--- src/rtl/mux_stream_n_if.sv ---
// Stream bundle for mux_stream_n: N input channels in, one tagged output stream.
// The slave modport is the mux side; the master modport drives producers/consumer.
interface mux_stream_n_if #(
  parameter int WIDTH    = 32,
  parameter int CHANNELS = 2
);
  localparam int SELW = (CHANNELS > 2) ? $clog2(CHANNELS) : 1;

  logic [CHANNELS*WIDTH-1:0] IN_DATA;
  logic [CHANNELS-1:0]       IN_VALID;
  logic [CHANNELS-1:0]       IN_READY;
  logic [SELW-1:0]           SELECT;
  logic                      MODE;
  logic [WIDTH-1:0]          OUT_DATA;
  logic                      OUT_VALID;
  logic                      OUT_READY;
  logic [SELW-1:0]           OUT_CHANNEL;

  modport slave (
    input  IN_DATA, IN_VALID, SELECT, MODE, OUT_READY,
    output IN_READY, OUT_DATA, OUT_VALID, OUT_CHANNEL
  );

  modport master (
    output IN_DATA, IN_VALID, SELECT, MODE, OUT_READY,
    input  IN_READY, OUT_DATA, OUT_VALID, OUT_CHANNEL
  );
endinterface

--- src/rtl/mux_stream_n.sv ---
// N-channel registered stream mux, direct or round-robin selection.
// Define MUX_SKID_EN to add a skid entry that decouples OUT_READY from IN_READY.
module mux_stream_n #(
  parameter int WIDTH    = 32,
  parameter int CHANNELS = 2
) (
  input  logic          CLK,
  input  logic          RESET,
  mux_stream_n_if.slave bus
);
  localparam int SELW = (CHANNELS > 2) ? $clog2(CHANNELS) : 1;
  localparam logic [SELW-1:0] LAST = SELW'(CHANNELS - 1);

  logic [WIDTH-1:0]    out_data_q, out_data_d;
  logic [SELW-1:0]     out_ch_q, out_ch_d;
  logic                out_valid_q, out_valid_d;
  logic [SELW-1:0]     ptr_q, ptr_d;
  logic [SELW-1:0]     chosen;
  logic                chosen_vld;
  logic [WIDTH-1:0]    in_word;
  logic [CHANNELS-1:0] rdy;
  logic                load_ok;
  logic                xfer;

`ifdef MUX_SKID_EN
  logic [WIDTH-1:0] skid_data_q, skid_data_d;
  logic [SELW-1:0]  skid_ch_q, skid_ch_d;
  logic             skid_valid_q, skid_valid_d;

  assign load_ok = !skid_valid_q;
`else
  assign load_ok = !out_valid_q || bus.OUT_READY;
`endif

  // Round-robin scans downward so the channel nearest PTR wins.
  always_comb begin
    int idx;
    idx        = 0;
    chosen     = '0;
    chosen_vld = 1'b0;
    if (!bus.MODE) begin
      chosen     = bus.SELECT;
      chosen_vld = int'(bus.SELECT) < CHANNELS;
    end else begin
      for (int k = CHANNELS - 1; k >= 0; k--) begin
        idx = int'(ptr_q) + k;
        if (idx >= CHANNELS) idx = idx - CHANNELS;
        if (bus.IN_VALID[idx]) begin
          chosen     = SELW'(idx);
          chosen_vld = 1'b1;
        end
      end
    end
  end

  always_comb begin
    in_word = '0;
    rdy     = '0;
    for (int i = 0; i < CHANNELS; i++) begin
      if (chosen == SELW'(i)) begin
        in_word = bus.IN_DATA[i*WIDTH +: WIDTH];
        rdy[i]  = load_ok && chosen_vld;
      end
    end
  end

  assign xfer         = |(rdy & bus.IN_VALID);
  assign bus.IN_READY = rdy;

  always_comb begin
    ptr_d = ptr_q;
    if (xfer && bus.MODE) begin
      ptr_d = (chosen == LAST) ? '0 : chosen + 1'b1;
    end
  end

  always_comb begin
    out_data_d  = out_data_q;
    out_ch_d    = out_ch_q;
    out_valid_d = out_valid_q;
`ifdef MUX_SKID_EN
    skid_data_d  = skid_data_q;
    skid_ch_d    = skid_ch_q;
    skid_valid_d = skid_valid_q;
    if (!out_valid_q || bus.OUT_READY) begin
      if (skid_valid_q) begin
        out_data_d   = skid_data_q;
        out_ch_d     = skid_ch_q;
        out_valid_d  = 1'b1;
        skid_valid_d = 1'b0;
      end else if (xfer) begin
        out_data_d  = in_word;
        out_ch_d    = chosen;
        out_valid_d = 1'b1;
      end else begin
        out_valid_d = 1'b0;
      end
    end else if (xfer) begin
      skid_data_d  = in_word;
      skid_ch_d    = chosen;
      skid_valid_d = 1'b1;
    end
`else
    if (xfer) begin
      out_data_d  = in_word;
      out_ch_d    = chosen;
      out_valid_d = 1'b1;
    end else if (bus.OUT_READY) begin
      out_valid_d = 1'b0;
    end
`endif
  end

  always_ff @(posedge CLK or posedge RESET) begin
    if (RESET) begin
      out_data_q  <= '0;
      out_ch_q    <= '0;
      out_valid_q <= 1'b0;
      ptr_q       <= '0;
    end else begin
      out_data_q  <= out_data_d;
      out_ch_q    <= out_ch_d;
      out_valid_q <= out_valid_d;
      ptr_q       <= ptr_d;
    end
  end

`ifdef MUX_SKID_EN
  always_ff @(posedge CLK or posedge RESET) begin
    if (RESET) begin
      skid_data_q  <= '0;
      skid_ch_q    <= '0;
      skid_valid_q <= 1'b0;
    end else begin
      skid_data_q  <= skid_data_d;
      skid_ch_q    <= skid_ch_d;
      skid_valid_q <= skid_valid_d;
    end
  end
`endif

  assign bus.OUT_DATA    = out_data_q;
  assign bus.OUT_CHANNEL = out_ch_q;
  assign bus.OUT_VALID   = out_valid_q;
endmodule
--- src/flat_wrapper.sv ---
// flat-port wrapper written by rule: the top's interface ports become plain ports
module mux_stream_n_flat 
#(
  parameter int WIDTH    = 32,
  parameter int CHANNELS = 2
)
  (CLK, RESET, bus_IN_DATA, bus_IN_VALID, bus_SELECT, bus_MODE, bus_OUT_READY, bus_IN_READY, bus_OUT_DATA, bus_OUT_VALID, bus_OUT_CHANNEL);
  mux_stream_n_if #(.WIDTH(WIDTH), .CHANNELS(CHANNELS)) bus_i ();
  input  logic CLK;
  input  logic RESET;
  input wire logic [$bits(bus_i.IN_DATA)-1:0] bus_IN_DATA;
  input wire logic [$bits(bus_i.IN_VALID)-1:0] bus_IN_VALID;
  input wire logic [$bits(bus_i.SELECT)-1:0] bus_SELECT;
  input wire logic [$bits(bus_i.MODE)-1:0] bus_MODE;
  input wire logic [$bits(bus_i.OUT_READY)-1:0] bus_OUT_READY;
  output wire logic [$bits(bus_i.IN_READY)-1:0] bus_IN_READY;
  output wire logic [$bits(bus_i.OUT_DATA)-1:0] bus_OUT_DATA;
  output wire logic [$bits(bus_i.OUT_VALID)-1:0] bus_OUT_VALID;
  output wire logic [$bits(bus_i.OUT_CHANNEL)-1:0] bus_OUT_CHANNEL;
  assign bus_i.IN_DATA = bus_IN_DATA;
  assign bus_i.IN_VALID = bus_IN_VALID;
  assign bus_i.SELECT = bus_SELECT;
  assign bus_i.MODE = bus_MODE;
  assign bus_i.OUT_READY = bus_OUT_READY;
  assign bus_IN_READY = bus_i.IN_READY;
  assign bus_OUT_DATA = bus_i.OUT_DATA;
  assign bus_OUT_VALID = bus_i.OUT_VALID;
  assign bus_OUT_CHANNEL = bus_i.OUT_CHANNEL;
  mux_stream_n #(.WIDTH(WIDTH), .CHANNELS(CHANNELS)) u_core (.CLK(CLK), .RESET(RESET), .bus(bus_i));
endmodule
--- config.mk ---
export PLATFORM = sky130hd
export DESIGN_NAME = mux_stream_n_flat
export DESIGN_NICKNAME = d
export VERILOG_FILES = /design/src/rtl/mux_stream_n_if.sv /design/src/rtl/mux_stream_n.sv /design/src/flat_wrapper.sv
export SDC_FILE = /design/constraint.sdc
export NUM_CORES = 1
export LEC_CHECK = 0
export ABC_AREA = 1
export CORE_MARGIN = 5
export CORE_UTILIZATION = 41
export CTS_CLUSTER_SIZE = 16
export DETAILED_ROUTE_END_ITERATION = 16
export GPL_ROUTABILITY_DRIVEN = 1
export PLACE_DENSITY = 0.89
export SYNTH_ARGS = -nofsm -noshare
export SYNTH_HDL_FRONTEND = slang
export SYNTH_SLANG_ARGS = --single-unit
--- constraint.sdc ---
create_clock -name CLK -period 4.55 [get_ports CLK]
set_clock_uncertainty 0.1 [all_clocks]
set_input_delay 0.91 -clock CLK [delete_from_list [all_inputs] [get_ports CLK]]
set_output_delay 0.91 -clock CLK [all_outputs]
set_load 0.02 [all_outputs]
==> results of run 1 <==
==> layout make-up <==
| type | count | area [µm²] | share of cell area (%) |
|---|---|---|---|
| repair buffers | 109 | 1080 | 36.5 |
| flip-flops and latches | 35 | 876 | 29.5 |
| multi-input cells | 213 | 836 | 28.1 |
| clock buffers | 7 | 76.3 | 2.57 |
| well taps | 52 | 65.1 | 2.19 |
| inverters | 8 | 30.0 | 1.01 |
| clock inverters | 1 | 5.00 | 0.168 |
==> power by group <==
| group | total [W] | internal, W | leakage, nW | switching (W) |
|---|---|---|---|---|
| Sequential | 0.000438 | 0.000396 | 0.436 | 0.0000417 |
| Combinational | 0.000527 | 0.000250 | 1.07 | 0.000277 |
| Clock | 0.000212 | 0.000107 | 0.0422 | 0.000105 |
==> routing by layer <==
layer / wire length (µm) / vias to the layer above / GRT usage [%]
met4: 94 / 0 / 6.47
met1: 1990 / 854 / 19.7
met3: 535 / 8 / 8.31
met5: 0 / - / 0
met2: 2500 / 74 / 30.4
li1: - / 1001 / -
==> path summary, 6_finish.rpt <==
kind,start,end,cells after the start
max,bus_IN_VALID[1],bus_IN_READY[1],6
min in group asynchronous,RESET,u_core.bus.OUT_DATA[13],3
min,u_core.bus.OUT_DATA[4],u_core.bus.OUT_DATA[4],2
min reg2reg,u_core.bus.OUT_DATA[4],u_core.bus.OUT_DATA[4],2
max reg2reg,u_core.ptr_q,u_core.bus.OUT_DATA[28],9
max in group asynchronous,RESET,u_core.bus.OUT_DATA[28],3
==> worst max-delay path, stage by stage <==
cell and delay [ns]:
sky130_fd_sc_hd__clkdlybuf4s50_1 0.52, sky130_fd_sc_hd__nor2_1 0.06, sky130_fd_sc_hd__a21oi_1 0.22, sky130_fd_sc_hd__inv_1 0.09, sky130_fd_sc_hd__nor2_1 0.10, sky130_fd_sc_hd__clkdlybuf4s50_1 0.61
==> synthesized netlist by cell type <==
library cell               count  area share, %
sky130_fd_sc_hd__nand2_1     200             41
sky130_fd_sc_hd__dfrtp_1      35             48
sky130_fd_sc_hd__inv_1         6            1.2
sky130_fd_sc_hd__buf_2         4            1.1
sky130_fd_sc_hd__nor2_1        4           0.82
sky130_fd_sc_hd__buf_4         3            1.2
sky130_fd_sc_hd__buf_6         3            1.9
sky130_fd_sc_hd__clkbuf_1      2           0.41
sky130_fd_sc_hd__inv_2         2           0.41
sky130_fd_sc_hd__nand3_1       2           0.55
sky130_fd_sc_hd__a21oi_1       1           0.27
sky130_fd_sc_hd__a21oi_4       1           0.89
sky130_fd_sc_hd__nand2_2       1           0.34
sky130_fd_sc_hd__nand2_4       1           0.62
sky130_fd_sc_hd__nand3_2       1           0.55
sky130_fd_sc_hd__nor2_2        1           0.34
sky130_fd_sc_hd__o21ai_0       1           0.27
==> sequential cells by signal (all words and copies together), names as in the netlist <==
name,cells
u_core.bus.OUT_DATA,32
u_core.bus.OUT_CHANNEL,1
u_core.bus.OUT_VALID,1
u_core.ptr_q,1
==> cell families (layout without fill, tap and decap cells) <==
| group | after synthesis | count (layout) | share of synthesized area [%] |
|---|---|---|---|
| AOI/OAI and AO/OA | 3 | 3 | 1.44 |
| DFF | 35 | 35 | 48.0 |
| buffers and inverters | 20 | 125 | 6.24 |
| and+or+nand+nor | 210 | 210 | 44.3 |
==> metrics by stage <==
stage	cell area [µm²]	instances	power [W]	util [%]
2_1_floorplan	1830	268	0.000710	-
3_3_place_gp	2890	417	0.000964	66.8
3_5_place_dp	2890	417	0.000978	66.8
4_1_cts	2970	425	0.00119	68.7
5_1_grt	2970	425	0.00126	68.7
6_report	2970	425	0.00118	68.7
==> out/qor.yml, run 1 <==
antenna_found_initial: 0
overflow_after_grt: 0
fin_nets: 443
wire_length_of_the_first_global_routing_pass_um: 8600
final-max-slew-violation-count: 0
cts_buffer_depth: 2
floorplan.initialDensity_pct: 42.2
drtIter0Drc: 101
gp_congestion: 0.727
final_layout_size_suffix_gt1_share_pct: 4.29
post-route-period-util_pct: 77.8
clock_tree.root_cell: "sky130_fd_sc_hd__clkbuf_8"
vias: 1937
mapped_nets: 339
htreeDepth: 2
cts_inserted_buffers: 5
report.final.setup_viol: 0
path_class: "input port to output port"
hold_path.class: "flip-flop to flip-flop"
groute.usage.overall_pct: 18.0
die_height_um: 76.7
synth.yosys.seq_area_share_pct: 48.0
critPathLaunchType: "input port"
final.min_clock_period_ns: 3.54
die_w_um: 76.7
irDropWorstVdd_mv: 0.225
ioPinCount: 107
cp-end-kind: "output port"
cp.arrival_ns: 2.53
post_synth_instance_area_um2: 1830
pre_cts_slack_ns: 1.01
grt_pass1_vias: 1905
rsz0062_at_grt: "no"
hold_violations: 0
clk_latency_worst_skew_pair_ns: 0.28
layout_common_cells: "sky130_fd_sc_hd__nand2_1, sky130_fd_sc_hd__clkdlybuf4s50_1, sky130_fd_sc_hd__dfrtp_1, sky130_fd_sc_hd__inv_1, sky130_fd_sc_hd__clkbuf_8"
ys_ff_latch: 35
finalWorstSetupSlack_ns: 1.01
wire_per_inst_um: 12.1
hpwlAfterDp_um: 3800
route.detailed.vias_per_inst: 4.56
p_leak_nw: 1.55
buffer_ports.inserted: 106
max-slew-margin-rel_pct: 64.3
cp.required_ns: 3.54
remaining_antenna_violation_count_after_routing: 0
fp.dieArea_um2: 5890
ys.warnings.count: 0
cts_tree: "yes"
outcome: "finished clean"
fp-row-count: 24
totalNegativeSetupSlack_ns: 0
placeableCoreArea_um2: 4320
maxCapViolations: 0
finalWirelength_um: 5130
cts.repair_timing.setup_buffer_count: 0
antenna_cells_inserted: 0
grt_max_degree: 36
fillerInstances: 372
tightest_slew_ns: 0.535
drt_pass1_iterations: 4
max_freq_mhz: 283
hold_buffers: 0
synthesis.instances: 268
final.hold.worst_slack_ns: 0.367
power_density_normalized_to_cell_area_nw_per_um2: 396
path_max_fanout: 3
avgSynthCellArea_um2: 6.81
cts_sinks: 35
area_growth_syn_to_layout_pct: 62.8
ys_types: 17
clkSlewWorstSetupHoldPaths_ns: 0.07
drc: 0
layout_commonest_cell: "sky130_fd_sc_hd__nand2_1"
register_to_register_setup_slack_ns: 2.16
post_cts_resized: 0
Power figures use the tool's default switching activity.
==> run 2, diff against run 1 <==
--- a/config.mk
+++ b/config.mk
@@ -7,11 +7,11 @@
 export LEC_CHECK = 0
 export ABC_AREA = 1
 export CORE_MARGIN = 5
-export CORE_UTILIZATION = 41
+export CORE_UTILIZATION = 34
 export CTS_CLUSTER_SIZE = 16
 export DETAILED_ROUTE_END_ITERATION = 16
 export GPL_ROUTABILITY_DRIVEN = 1
-export PLACE_DENSITY = 0.89
+export PLACE_DENSITY = 0.79
 export SYNTH_ARGS = -nofsm -noshare
 export SYNTH_HDL_FRONTEND = slang
 export SYNTH_SLANG_ARGS = --single-unit
==> constraint.sdc (replaced) <==
create_clock -name CLK -period 3.1 [get_ports CLK]
set_clock_uncertainty 0.1 [all_clocks]
set_input_delay 0.62 -clock CLK [delete_from_list [all_inputs] [get_ports CLK]]
set_output_delay 0.62 -clock CLK [all_outputs]
set_load 0.02 [all_outputs]
==> out/qor.yml, run 2 (synthesized netlist as in run 1, its figures left out) <==
final.min_clock_period_ns: 2.99
cellInternalPower_w: 0.00112  # +49%
clkSlewWorstSetupHoldPaths_ns: 0.06  # about the same
critPathLaunchType: "input port"
drtIter0Drc: 54  # -47%
vias: 1907  # -1.5%
grt_max_degree: 36  # unchanged
final_layout_size_suffix_gt1_share_pct: 4.83  # +0.54 points
layout_common_cells: "sky130_fd_sc_hd__nand2_1, sky130_fd_sc_hd__clkdlybuf4s50_1, sky130_fd_sc_hd__dfrtp_1, sky130_fd_sc_hd__inv_1, sky130_fd_sc_hd__clkbuf_8"
layout_commonest_cell: "sky130_fd_sc_hd__nand2_1"
groute.usage.overall_pct: 14.3  # -3.8 points
placeableCoreArea_um2: 5170  # +20%
maxCapViolations: 0  # unchanged
max_freq_mhz: 334
switch_pwr_w: 0.000614  # +45%
wire_length_of_the_first_global_routing_pass_um: 8240  # -4.3%
hpwlAfterDp_um: 3780  # -0.61%
path_buf_inv: 3  # unchanged
clock_tree.root_cell: "sky130_fd_sc_hd__clkbuf_8"
htreeDepth: 2  # unchanged
antenna_found_initial: 0  # unchanged
antenna_cells_inserted: 0  # unchanged
sw_frac_of_total_pct: 35.3  # -0.69 points
cts.repair_timing.setup_buffer_count: 0  # unchanged
share_clk_of_total_power_pct: 18.6  # +0.5 points
drt_pass1_iterations: 4  # unchanged
die_w_um: 83.3  # +8.5%
tightest_slew_ns: 0.525  # -0.00969 ns
cts_buffer_depth: 2  # unchanged
cts_sinks: 35  # unchanged
ioPinCount: 107  # unchanged
overflow_after_grt: 0  # unchanged
grt_pass1_vias: 1812  # -4.9%
report.final.setup_viol: 0  # unchanged
hold_violations: 0  # unchanged
totalNegativeSetupSlack_ns: 0  # unchanged
cts_tree: "yes"
outcome: "finished clean"
power_density_normalized_to_cell_area_nw_per_um2: 578  # +46%
drc: 0  # unchanged
cts_inserted_buffers: 5  # unchanged
hold_buffers: 0  # unchanged
pwr-share-seq_pct: 37.1  # about the same
finalWirelength_um: 4950  # -3.4%
fp.dieArea_um2: 6930  # +18%
crit_slowest_cell: "sky130_fd_sc_hd__clkdlybuf4s50_1"
clk_latency_worst_skew_pair_ns: 0.27  # about the same
wire_per_inst_um: 11.2  # -7.3%
hold_path.class: "flip-flop to flip-flop"
cp.required_ns: 2.38  # -1.16 ns
p_leak_nw: 1.56  # +0.64%
buffer_ports.inserted: 106  # unchanged
path_max_fanout: 3  # unchanged
cp.arrival_ns: 2.27  # -0.26 ns
path_cells: "clkdlybuf4s50_1 -> nor2_1 -> a21oi_1 -> inv_1 -> nor2_1 -> clkdlybuf4s50_1"
post_cts_resized: 0  # unchanged
irDropWorstVdd_mv: 0.258  # +15%
critical_path.top_delay_family: "buffers and inverters"
die_height_um: 83.3  # +8.5%
post-route-period-util_pct: 96.5
largest_register_ffs: 32  # unchanged
route.detailed.vias_per_inst: 4.30  # -5.5%
final-max-slew-violation-count: 0  # unchanged
gp_congestion: 0.769  # +5.7%
rsz0062_at_grt: "no"
combinationalPowerShare_pct: 44.2  # -0.6 points
path_class: "input port to output port"
floorplan.initialDensity_pct: 35.3  # -6.9 points
worst_stage_delay_on_the_critical_path_ns: 0.61  # about the same
cp-end-kind: "output port"
max-slew-margin-rel_pct: 64.9  # +0.65 points
fp-row-count: 26  # +8.3%
fin_nets: 444  # +0.23%
finish.utilization_pct: 58.2  # -11 points
area_growth_syn_to_layout_pct: 64.8
remaining_antenna_violation_count_after_routing: 0  # unchanged
run 2: cell types whose count changed in the layout (fill, tap and decap cells not counted):
| cell | before | now |
|---|---|---|
| sky130_fd_sc_hd__buf_4 | 3 | 4 |
| sky130_fd_sc_hd__clkbuf_8 | 5 | 6 |
| sky130_fd_sc_hd__clkbuf_1 | 2 | 0 |
run 2: worst reg2reg max path: cells and delay by family (launching register included):
kind,cells,cell delay (ns)
AOI/OAI and AO/OA,1,0.17
buffers and inverters,3,0.67
DFF,1,0.39
and+or+nand+nor,5,0.72
run 2: per-layer routing:
layer	track usage (%)	part of all wire, %
met3	5.94	9.8
met1	16.1	42
met5	0	0
met2	24.3	47
met4	4.46	1.4
run 2: area by class of cell:
type / count / area, µm²
Fill cell: 508 / 2160
Timing Repair Buffer: 110 / 1090
Sequential cell: 35 / 876
Multi-Input combinational cell: 213 / 836
Tap cell: 70 / 87.6
Clock buffer: 6 / 82.6
Inverter: 8 / 30.0
Clock inverter: 1 / 5.00
run 2: final timing paths:
path	cells past startpoint	end	from	slack [ns]
max	6	bus_IN_READY[1]	bus_IN_VALID[1]	0.11
min	2	u_core.bus.OUT_DATA[21]	u_core.bus.OUT_DATA[21]	0.37
max reg2reg	9	u_core.bus.OUT_DATA[13]	u_core.ptr_q	0.94
min reg2reg	2	u_core.bus.OUT_DATA[21]	u_core.bus.OUT_DATA[21]	0.37
max in group asynchronous	3	u_core.bus.OUT_VALID	RESET	1.96
min in group asynchronous	3	u_core.bus.OUT_DATA[30]	RESET	0.63
run 2: power by group through the flow:
stage	registers (W)	logic (W)	clock network, W
finish	0.000645	0.000769	0.000324
global route	0.000660	0.000837	0.000356
detailed placement	0.000653	0.000782	0
global placement	0.000647	0.000775	0
floorplan	0.000804	0.000238	0
CTS	0.000647	0.000783	0.000335
run 2: through the flow:
stage / area [µm²] / power, W / setup slack, ns / hold WS (ns) / instances
after global routing: 3010 / 0.00185 / 0.0244 / 0.387 / 443
after detailed placement: 2920 / 0.00144 / 0.134 / 0.357 / 436
after floorplan: 1830 / 0.00104 / 1.03 / 0.341 / 268
after global placement: 2920 / 0.00142 / 0.180 / 0.353 / 436
final: 3010 / 0.00174 / 0.108 / 0.368 / 443
after CTS: 3010 / 0.00177 / 0.121 / 0.373 / 443
==> run 3, diff against run 2 <==
--- a/config.mk
+++ b/config.mk
@@ -11,7 +11,7 @@
 export CTS_CLUSTER_SIZE = 16
 export DETAILED_ROUTE_END_ITERATION = 16
 export GPL_ROUTABILITY_DRIVEN = 1
-export PLACE_DENSITY = 0.79
+export PLACE_DENSITY = 0.76
 export SYNTH_ARGS = -nofsm -noshare
 export SYNTH_HDL_FRONTEND = slang
 export SYNTH_SLANG_ARGS = --single-unit
==> out/qor.yml, run 3 (synthesized netlist as in run 1, its figures left out) <==
outcome: "finished clean"
finalWirelength_um: 5000  # +0.95%
htreeDepth: 2  # unchanged
fp-row-count: 26  # unchanged
final-max-slew-violation-count: 0  # unchanged
power_density_normalized_to_cell_area_nw_per_um2: 574  # -0.70%
grt_pass1_vias: 1797  # -0.83%
final_layout_size_suffix_gt1_share_pct: 4.55  # -0.28 points
hold_path.class: "flip-flop to flip-flop"
die_w_um: 83.3  # unchanged
sum_of_met2_wire_segment_lengths_after_detailed_routing_um: 2350  # +0.39%
dp.cells: 436  # unchanged
pwr-share-seq_pct: 37.4  # +0.3 points
cp.arrival_ns: 2.24  # -0.03 ns
max-slew-margin-rel_pct: 65.1  # +0.19 points
overflow_after_grt: 0  # unchanged
area_growth_syn_to_layout_pct: 64.4
path_class: "input port to output port"
wl_met1_um: 2090  # +1.8%
post_cts_resized: 0  # unchanged
tightest_slew_ns: 0.523  # -0.00283 ns
floorplan.initialDensity_pct: 35.3  # unchanged
r2r_start: "u_core.ptr_q"
hold_buffers: 0  # unchanged
cp-end-kind: "output port"
r2r_end: "u_core.bus.OUT_DATA[15]"
maxCapViolations: 0  # unchanged
rr_worst_depth: 9  # unchanged
grt_max_degree: 36  # unchanged
hold_end: "u_core.bus.OUT_DATA[19]"
hold-path-cell-count: 2  # unchanged
register_to_register_setup_slack_ns: 0.95  # about the same
switch_pwr_w: 0.000615  # +0.14%
worst_stage_delay_on_the_critical_path_ns: 0.61  # about the same
drt_pass1_iterations: 4  # unchanged
cts_tree: "yes"
fp.dieArea_um2: 6930  # unchanged
critPathLaunchType: "input port"
routed.top_layer: "met4"
cts_buffer_depth: 2  # unchanged
detailroute.wirelength.met3_um: 526  # +8.2%
report.final.setup_viol: 0  # unchanged
crit_slowest_cell: "sky130_fd_sc_hd__clkdlybuf4s50_1"
gp_congestion: 0.756  # -1.6%
sw_frac_of_total_pct: 35.7  # +0.37 points
cts_inserted_buffers: 5  # unchanged
path_buf_inv: 3  # unchanged
rsz0062_at_grt: "no"
max_freq_mhz: 338  # +1.0%
layout_commonest_cell: "sky130_fd_sc_hd__nand2_1"
p_leak_nw: 1.55  # -0.31%
ioPinCount: 107  # unchanged
fin_nets: 444  # unchanged
largest_register_ffs: 32  # unchanged
post-route-period-util_pct: 95.5  # -0.99 points
placeableCoreArea_um2: 5170  # unchanged
clk_latency_worst_skew_pair_ns: 0.28  # about the same
layout.cells.non_filler: 444  # +0.23%
cp.required_ns: 2.38  # about the same
clock_tree.root_cell: "sky130_fd_sc_hd__clkbuf_8"
route.detailed.vias_per_inst: 4.27  # -0.91%
drc: 0  # unchanged
final.min_clock_period_ns: 2.96  # -0.0307 ns
wire_per_inst_um: 11.3  # +0.72%
hpwlAfterDp_um: 3740  # -1.0%
cellInternalPower_w: 0.00111  # -1.5%
buffer_ports.inserted: 106  # unchanged
antenna_cells_inserted: 0  # unchanged
groute.usage.overall_pct: 15.0  # +0.78 points
drtIter0Drc: 70  # +30%
totalNegativeSetupSlack_ns: 0  # unchanged
hp-start: "u_core.bus.OUT_DATA[19]"
wire_length_of_the_first_global_routing_pass_um: 8540  # +3.6%
multi_input_comb_area_um2: 836  # unchanged
path_max_fanout: 3  # unchanged
remaining_antenna_violation_count_after_routing: 0  # unchanged
clkSlewWorstSetupHoldPaths_ns: 0.06  # about the same
irDropWorstVdd_mv: 0.233  # -9.7%
share_clk_of_total_power_pct: 17.8  # -0.8 points
layout_common_cells: "sky130_fd_sc_hd__nand2_1, sky130_fd_sc_hd__clkdlybuf4s50_1, sky130_fd_sc_hd__dfrtp_1, sky130_fd_sc_hd__inv_1, sky130_fd_sc_hd__clkbuf_8"
antenna_found_initial: 0  # unchanged
cts_sinks: 35  # unchanged
fillerInstances: 491  # -3.3%
path_cells: "clkdlybuf4s50_1 -> nor2_1 -> a21oi_1 -> inv_1 -> nor2_1 -> clkdlybuf4s50_1"
layout.area.seq_um2: 876  # unchanged
die_height_um: 83.3  # unchanged
cts.repair_timing.setup_buffer_count: 0  # unchanged
hold_violations: 0  # unchanged
vias: 1894  # -0.68%
combinationalPowerShare_pct: 44.8  # +0.6 points
critical_path.top_delay_family: "buffers and inverters"
## run 3: cell count changes in the layout (fill, tap and decap cells not counted)
| cell | previous run | this run |
|---|---|---|
| sky130_fd_sc_hd__clkbuf_1 | 0 | 2 |
| sky130_fd_sc_hd__clkbuf_8 | 6 | 5 |
## run 3: worst max path at each step
stage / start / end / slack [ns] / depth (start not counted)
floorplan: bus_IN_VALID[0] / bus_IN_READY[0] / 1.03 / 5
global placement: bus_IN_VALID[1] / bus_IN_READY[1] / 0.18 / 6
detailed placement: bus_IN_VALID[1] / bus_IN_READY[0] / 0.13 / 6
CTS: bus_IN_VALID[1] / bus_IN_READY[0] / 0.12 / 6
global route: bus_IN_VALID[1] / bus_IN_READY[0] / 0.05 / 6
finish: bus_IN_VALID[1] / bus_IN_READY[0] / 0.14 / 6
## run 3: final cells by class
class,count,share of cell area (%)
inverter,8,1.00
clock inverter,1,0.167
timing repair buffer,110,36.3
tap,70,2.92
clock buffer,7,2.54
sequential,35,29.2
multi-input combinational,213,27.8
## run 3: tightest hold or removal path, cell delays in order, from the launching register on
cell	delay, ns
sky130_fd_sc_hd__dfrtp_1	0.34
sky130_fd_sc_hd__nand2_1	0.05
sky130_fd_sc_hd__nand2_1	0.04
## run 3: metal layers
metal,vias to the layer above,GRT usage (%)
met4,0,3.71
met3,4,7.13
met2,63,24.9
met1,819,17.5
met5,-,0
li1,1008,-
## run 3: stage by stage
| step | worst slack [ns] | total power [W] | instance area [µm²] | hold WS (ns) | utilization, % |
|---|---|---|---|---|---|
| floorplan | 1.03 | 0.00104 | 1830 | 0.341 | - |
| global placement | 0.180 | 0.00142 | 2920 | 0.352 | 56.5 |
| detailed placement | 0.135 | 0.00144 | 2920 | 0.357 | 56.5 |
| CTS | 0.122 | 0.00175 | 3000 | 0.374 | 58.0 |
| global route | 0.0482 | 0.00185 | 3000 | 0.391 | 58.0 |
| finish | 0.138 | 0.00172 | 3000 | 0.367 | 58.0 |
## run 3: power groups by stage
stage	Combinational [W]	Sequential [W]	Clock [W]
floorplan	0.000238	0.000804	0
global placement	0.000776	0.000648	0
detailed placement	0.000785	0.000652	0
CTS	0.000786	0.000645	0.000323
global route	0.000847	0.000660	0.000343
finish	0.000771	0.000644	0.000307
